File: config.mk
export PLATFORM = sky130hd
export DESIGN_NAME = jk_bank_driver
export DESIGN_NICKNAME = d
export VERILOG_FILES = /design/src/rtl/jk_drv_pkg.sv /design/src/rtl/jk_excite.sv /design/src/rtl/jk_bank_driver.sv
export SDC_FILE = /design/constraint.sdc
export NUM_CORES = 1
export LEC_CHECK = 0
export CORE_AREA = 2 2 53 55
export CTS_BUF_LIST = sky130_fd_sc_hd__clkbuf_4
export DETAILED_ROUTE_END_ITERATION = 7
export DIE_AREA = 0 0 55 57
export DONT_BUFFER_PORTS = 1
export PLACE_DENSITY = 0.49
export SLEW_MARGIN = 0
export SYNTH_ARGS = -nofsm -noshare
export SYNTH_HDL_FRONTEND = slang
export SYNTH_HIERARCHICAL = 1
export SYNTH_SLANG_ARGS = --single-unit
File: constraint.sdc
create_clock -name CLK -period 1.61 [get_ports CLK]
set_clock_uncertainty 0.1 [all_clocks]
set_input_delay 0.161 -clock CLK [delete_from_list [all_inputs] [get_ports CLK]]
set_output_delay 0.161 -clock CLK [all_outputs]
set_load 0.02 [all_outputs]
File: src/rtl/jk_drv_pkg.sv
// -----------------------------------------------------------------------------
// jk_drv_pkg
// Shared definitions for the JK bank write-side controller.
//   - Command opcodes carried on cmd_op.
//   - FSM state encoding used by jk_bank_driver (binary).
// -----------------------------------------------------------------------------
package jk_drv_pkg;

    // Command opcodes (cmd_op)
    localparam logic [1:0] OP_LOAD = 2'b00;   // target = cmd_data
    localparam logic [1:0] OP_INC  = 2'b01;   // target = q_fb + 1 (wraps)
    localparam logic [1:0] OP_CLR  = 2'b10;   // target = 0
    localparam logic [1:0] OP_TOG  = 2'b11;   // target = ~q_fb

    // Controller states
    typedef enum logic [2:0] {
        ST_IDLE  = 3'd0,
        ST_DRIVE = 3'd1,
        ST_CHECK = 3'd2,
        ST_DONE  = 3'd3,
        ST_ERR   = 3'd4
    } state_t;

endpackage : jk_drv_pkg

File: src/rtl/jk_excite.sv
// -----------------------------------------------------------------------------
// jk_excite
// Combinational JK excitation for a W-bit bank: given the present state q and
// the wanted next state t, produce the J/K pair that moves each bit there.
//   q == t       -> J=0 K=0 (hold)
//   q=0, t=1     -> J=1 K=0 (set)
//   q=1, t=0     -> J=0 K=1 (reset)
// J=K=1 (toggle) is never produced, so the bank result does not depend on how
// many edges the pair stays applied.
// Ports:
//   i_q  in  W  present bank state
//   i_t  in  W  target state
//   o_j  out W  J excitation
//   o_k  out W  K excitation
// -----------------------------------------------------------------------------
module jk_excite #(
    parameter int W = 4
) (
    input  logic [W-1:0] i_q,
    input  logic [W-1:0] i_t,
    output logic [W-1:0] o_j,
    output logic [W-1:0] o_k
);

    genvar gi;
    generate
        for (gi = 0; gi < W; gi++) begin : g_bit
            assign o_j[gi] = ~i_q[gi] &  i_t[gi];
            assign o_k[gi] =  i_q[gi] & ~i_t[gi];
        end
    endgenerate

endmodule : jk_excite

File: src/rtl/jk_bank_driver.sv
// -----------------------------------------------------------------------------
// jk_bank_driver
// Write-side controller for a bank of W external JK flip-flops. A command is
// accepted over a valid/ready handshake, a target word is latched, and J/K are
// driven for exactly one clock. The fed-back bank state is then checked; on a
// mismatch the bank is re-driven up to MAX_RETRY times before a sticky error.
// Ports:
//   CLK        in   1  system clock
//   RST        in   1  asynchronous active-high reset
//   cmd_valid  in   1  command present
//   cmd_op     in   2  00 LOAD, 01 INC, 10 CLR, 11 TOG
//   cmd_data   in   W  target word (LOAD only)
//   cmd_ready  out  1  high only in IDLE
//   q_fb       in   W  current Q of the JK bank
//   J          out  W  J inputs of the bank (registered)
//   K          out  W  K inputs of the bank (registered)
//   busy       out  1  high in DRIVE/CHECK/DONE
//   done       out  1  one-cycle pulse when the bank reached the target
//   err        out  1  sticky: target not reached after all retries
//   err_clr    in   1  clears err and returns ERR -> IDLE
// -----------------------------------------------------------------------------
module jk_bank_driver
    import jk_drv_pkg::*;
#(
    parameter int W         = 4,
    parameter int MAX_RETRY = 2
) (
    input  logic         CLK,
    input  logic         RST,
    input  logic         cmd_valid,
    input  logic [1:0]   cmd_op,
    input  logic [W-1:0] cmd_data,
    output logic         cmd_ready,
    input  logic [W-1:0] q_fb,
    output logic [W-1:0] J,
    output logic [W-1:0] K,
    output logic         busy,
    output logic         done,
    output logic         err,
    input  logic         err_clr
);

    // Counter wide enough for 0..MAX_RETRY, at least one bit.
    localparam int            RW          = (MAX_RETRY < 1) ? 1 : $clog2(MAX_RETRY + 1);
    localparam logic [RW-1:0] RETRY_LIMIT = RW'(MAX_RETRY);

    state_t        r_state;
    logic [W-1:0]  r_tgt;
    logic [W-1:0]  r_j;
    logic [W-1:0]  r_k;
    logic [RW-1:0] r_retry;
    logic          r_done;
    logic          r_err;

    logic [W-1:0]  w_tgt_new;
    logic [W-1:0]  w_exc_t;
    logic [W-1:0]  w_j;
    logic [W-1:0]  w_k;

    // Target computed from the command and the bank state of the accept cycle.
    always_comb begin
        w_tgt_new = cmd_data;
        case (cmd_op)
            OP_LOAD: w_tgt_new = cmd_data;
            OP_INC:  w_tgt_new = q_fb + W'(1);
            OP_CLR:  w_tgt_new = '0;
            OP_TOG:  w_tgt_new = ~q_fb;
            default: w_tgt_new = cmd_data;
        endcase
    end

    // J/K are registered on the edge that enters DRIVE, so the excitation is
    // computed one cycle ahead: from the incoming target when accepting in
    // IDLE, from the latched target when re-driving out of CHECK.
    assign w_exc_t = (r_state == ST_IDLE) ? w_tgt_new : r_tgt;

    jk_excite #(
        .W (W)
    ) u_excite (
        .i_q (q_fb),
        .i_t (w_exc_t),
        .o_j (w_j),
        .o_k (w_k)
    );

    always_ff @(posedge CLK or posedge RST) begin
        if (RST) begin
            r_state <= ST_IDLE;
            r_tgt   <= '0;
            r_j     <= '0;
            r_k     <= '0;
            r_retry <= '0;
            r_done  <= 1'b0;
            r_err   <= 1'b0;
        end else begin
            // J/K and done are single-cycle: cleared unless a state sets them.
            r_j    <= '0;
            r_k    <= '0;
            r_done <= 1'b0;
            case (r_state)
                ST_IDLE: begin
                    if (cmd_valid) begin
                        r_tgt   <= w_tgt_new;
                        r_retry <= '0;
                        r_j     <= w_j;
                        r_k     <= w_k;
                        r_state <= ST_DRIVE;
                    end
                end
                ST_DRIVE: begin
                    r_state <= ST_CHECK;
                end
                ST_CHECK: begin
                    if (q_fb == r_tgt) begin
                        r_done  <= 1'b1;
                        r_state <= ST_DONE;
                    end else if (r_retry < RETRY_LIMIT) begin
                        r_retry <= r_retry + RW'(1);
                        r_j     <= w_j;
                        r_k     <= w_k;
                        r_state <= ST_DRIVE;
                    end else begin
                        r_err   <= 1'b1;
                        r_state <= ST_ERR;
                    end
                end
                ST_DONE: begin
                    r_state <= ST_IDLE;
                end
                ST_ERR: begin
                    if (err_clr) begin
                        r_err   <= 1'b0;
                        r_state <= ST_IDLE;
                    end
                end
                default: begin
                    r_state <= ST_IDLE;
                end
            endcase
        end
    end

    assign J         = r_j;
    assign K         = r_k;
    assign done      = r_done;
    assign err       = r_err;
    assign cmd_ready = (r_state == ST_IDLE);
    assign busy      = (r_state != ST_IDLE) && (r_state != ST_ERR);

endmodule : jk_bank_driver

==> run metrics <==
detailed placer's ending HPWL 1540 um; crit-path max cell delay 0.52 ns; placed cell areas 1090 sq um; Hold Vio Cnt, Final 0; CP Cell Sequence xor2_1 > or4_4 > or3b_1 > a21oi_2; core area 2620 sq um; die area 3140 sq um; initial antenna violation count 0; via-per-instance ratio 5.10; Critical Path AT 1.90 ns; latest clock arrival within the worst-skew pair 0.30 ns; worst path buffer plus inverter count 0; worst-path maximum fanout 2; # IOs 26; global-route wire length before repair 3890 um; Row Count 19; Detailed Route Iter0 Violations 7; Crit path required time 1.74 ns; reg2reg path depth 4; drt pass-1 iters 4; Area Growth Syn to Fin 34.0%; total gr overflow 0; Hold WC Path Type in -> reg; Max Cap Viol 0; yosys warns 6; commonest non-fill, non-tap cells in the layout dfrtp_1, buf_4, dlygate4sd3_1; syn_nets 112; worst-margin pin slew 0.407 ns; Reg2Reg Setup Slack -0.16 ns; share of post-route cells with drive strength above 1 18.9%; maximum vdd drop 0.880 mV; via count 806; Final WS setup -0.156 ns; Setup crit end kind flop; die width 55 um; DR DRC count 0; vias in the first global route 851; CTS clk-pin slew, worst paths 0.12 ns; status finished, violations left; Syn Area/Cell 9.69 sq um; crit path time final 1.77 ns; Root Driver clkbuf_4; RSZ-0062 raised after global routing yes; Setup CP Type reg -> reg; routability cong. 0.723; Post-layout nets 143; failing checks negative setup slack; Total Routing Usage GR 17.3%; Tcrit/Tclk final 110%; largest net degree at the start of global routing 12; Hold Path Depth 2; CTS tree yes; Setup WS pre-CTS -0.122 ns; P_leak 0.000574 uW; kind of cell adding the most delay to the critical path simple AND/OR/NAND/NOR gates; Synth Register Bits 19; Initial Utilization 35.9%; final WL 2260 um; number of diodes 0; hold-critical path endpoint r_tgt[2]; Pwr Density 1690 nW/um^2; FF-to-FF End r_state[1]; distinct cell type count after synthesis 28; Max Slew Vio Count 0; clock sink count 19; Final setup viols 13; Reg-to-Reg Start r_tgt[1]; post-route ant nets 0; H-tree Lvls 1; sequential fraction of the synthesis area 50.6%; Avg WL per Cell 14.3 um; buffer depth of the longest clock path 2; Synth Cell Area 940 sq um; Critical Path Source Type flop; worst hold margin 0.0117 ns; Max-slew headroom 72.5%; port bufs 0; CP max-delay cell or4_4; CP Depth 4; most common cell after layout, fill and taps aside dfrtp_1; Syn Inst Count 97; Finished Cell Area 1260 sq um; max frequency 566 MHz; Worst Hold Launch cmd_op[0]; DIE HEIGHT 57 um; Num CTS Buffers 3
## per-stage QoR
step	total power, uW	TNS, ns	instances	utilization, %
floorplan	1380	-0.566	97	-
global placement	1750	-0.706	142	41.8
detailed placement	1760	-0.627	142	41.8
CTS	2150	-0.990	158	48.1
global route	2320	-2.21	158	48.1
finish	2130	-1.05	158	48.1
## Yosys cell counts (all sizes together)
cell | n | area (sq um)
a21oi | 8 | 43.8
a22oi | 1 | 7.51
a31oi | 3 | 18.8
a32oi | 2 | 17.5
and2 | 8 | 50.1
and2b | 1 | 8.76
clkbuf | 1 | 3.75
dfrtp | 19 | 475
ha | 1 | 12.5
inv | 4 | 15.0
mux2i | 1 | 10.0
nand2 | 7 | 26.3
nand2b | 1 | 6.26
nand3 | 2 | 10.0
nor2 | 8 | 30.0
nor2b | 8 | 50.1
nor3 | 1 | 5.00
nor3b | 2 | 15.0
o211ai | 1 | 7.51
o21ai | 8 | 40.0
o31ai | 1 | 7.51
o41ai | 1 | 8.76
or3 | 1 | 6.26
or3b | 1 | 8.76
or4 | 1 | 11.3
xnor2 | 1 | 8.76
xor2 | 4 | 35.0
## cell type report
cell class,instances,area [sq um]
inverters,4,15.0
flip-flops and latches,19,475
repair buffers,27,245
clock inverters,1,5.00
well taps,31,38.8
fillers,272,1360
multi-input cells,73,457
clock buffers,3,22.5
## where the power goes
part | switching, uW | internal [uW]
Sequential | 203 | 637
Combinational | 513 | 531
Clock | 157 | 92.5
Total | 872 | 1260
## layer usage
layer,share of wire (%),vias to the layer above,GRT usage (%)
met4,0.84,0,6.27
met1,45,386,22.2
li1,-,401,-
met5,0,-,0
met3,3.8,2,3.93
met2,50,17,27.9
## sequential cells by signal (all words and copies together), names as in the netlist
signal and count:
K 4, r_tgt 4, r_retry 2, done 1, r_state 3, err 1, J 4
## cells by family (layout without fill, tap and decap cells)
logic type,after synthesis,in the layout,share of synthesized area [%]
flip-flops,19,19,50.6
multiplexers,1,1,1.07
adder cells (fa/ha/maj),1,1,1.33
AND/OR/NAND/NOR,41,41,24.2
AO/OA/AOI/OAI,25,25,16.1
XOR/XNOR,5,5,4.66
buffers and inverters,5,35,2.00
## what timing repair did
action,CTS,global route
setup buffers,1,0
gates resized for setup,4,0
gates cloned,1,0
hold buffers,11,0
endpoints found under the hold margin,34,0
setup endpoints to repair,14,15
pin swaps,2,0
## worst max-delay path by stage
stage | startpoint | to | slack, ns
floorplan | r_tgt[2] | r_state[1] | -0.12
global placement | r_tgt[2] | r_state[1] | -0.09
detailed placement | r_tgt[1] | r_state[1] | -0.12
CTS | r_tgt[1] | r_state[1] | -0.16
global route | r_state[1] | J[3] | -0.20
finish | r_tgt[1] | r_state[1] | -0.16
(Power assumes the default switching activity.)
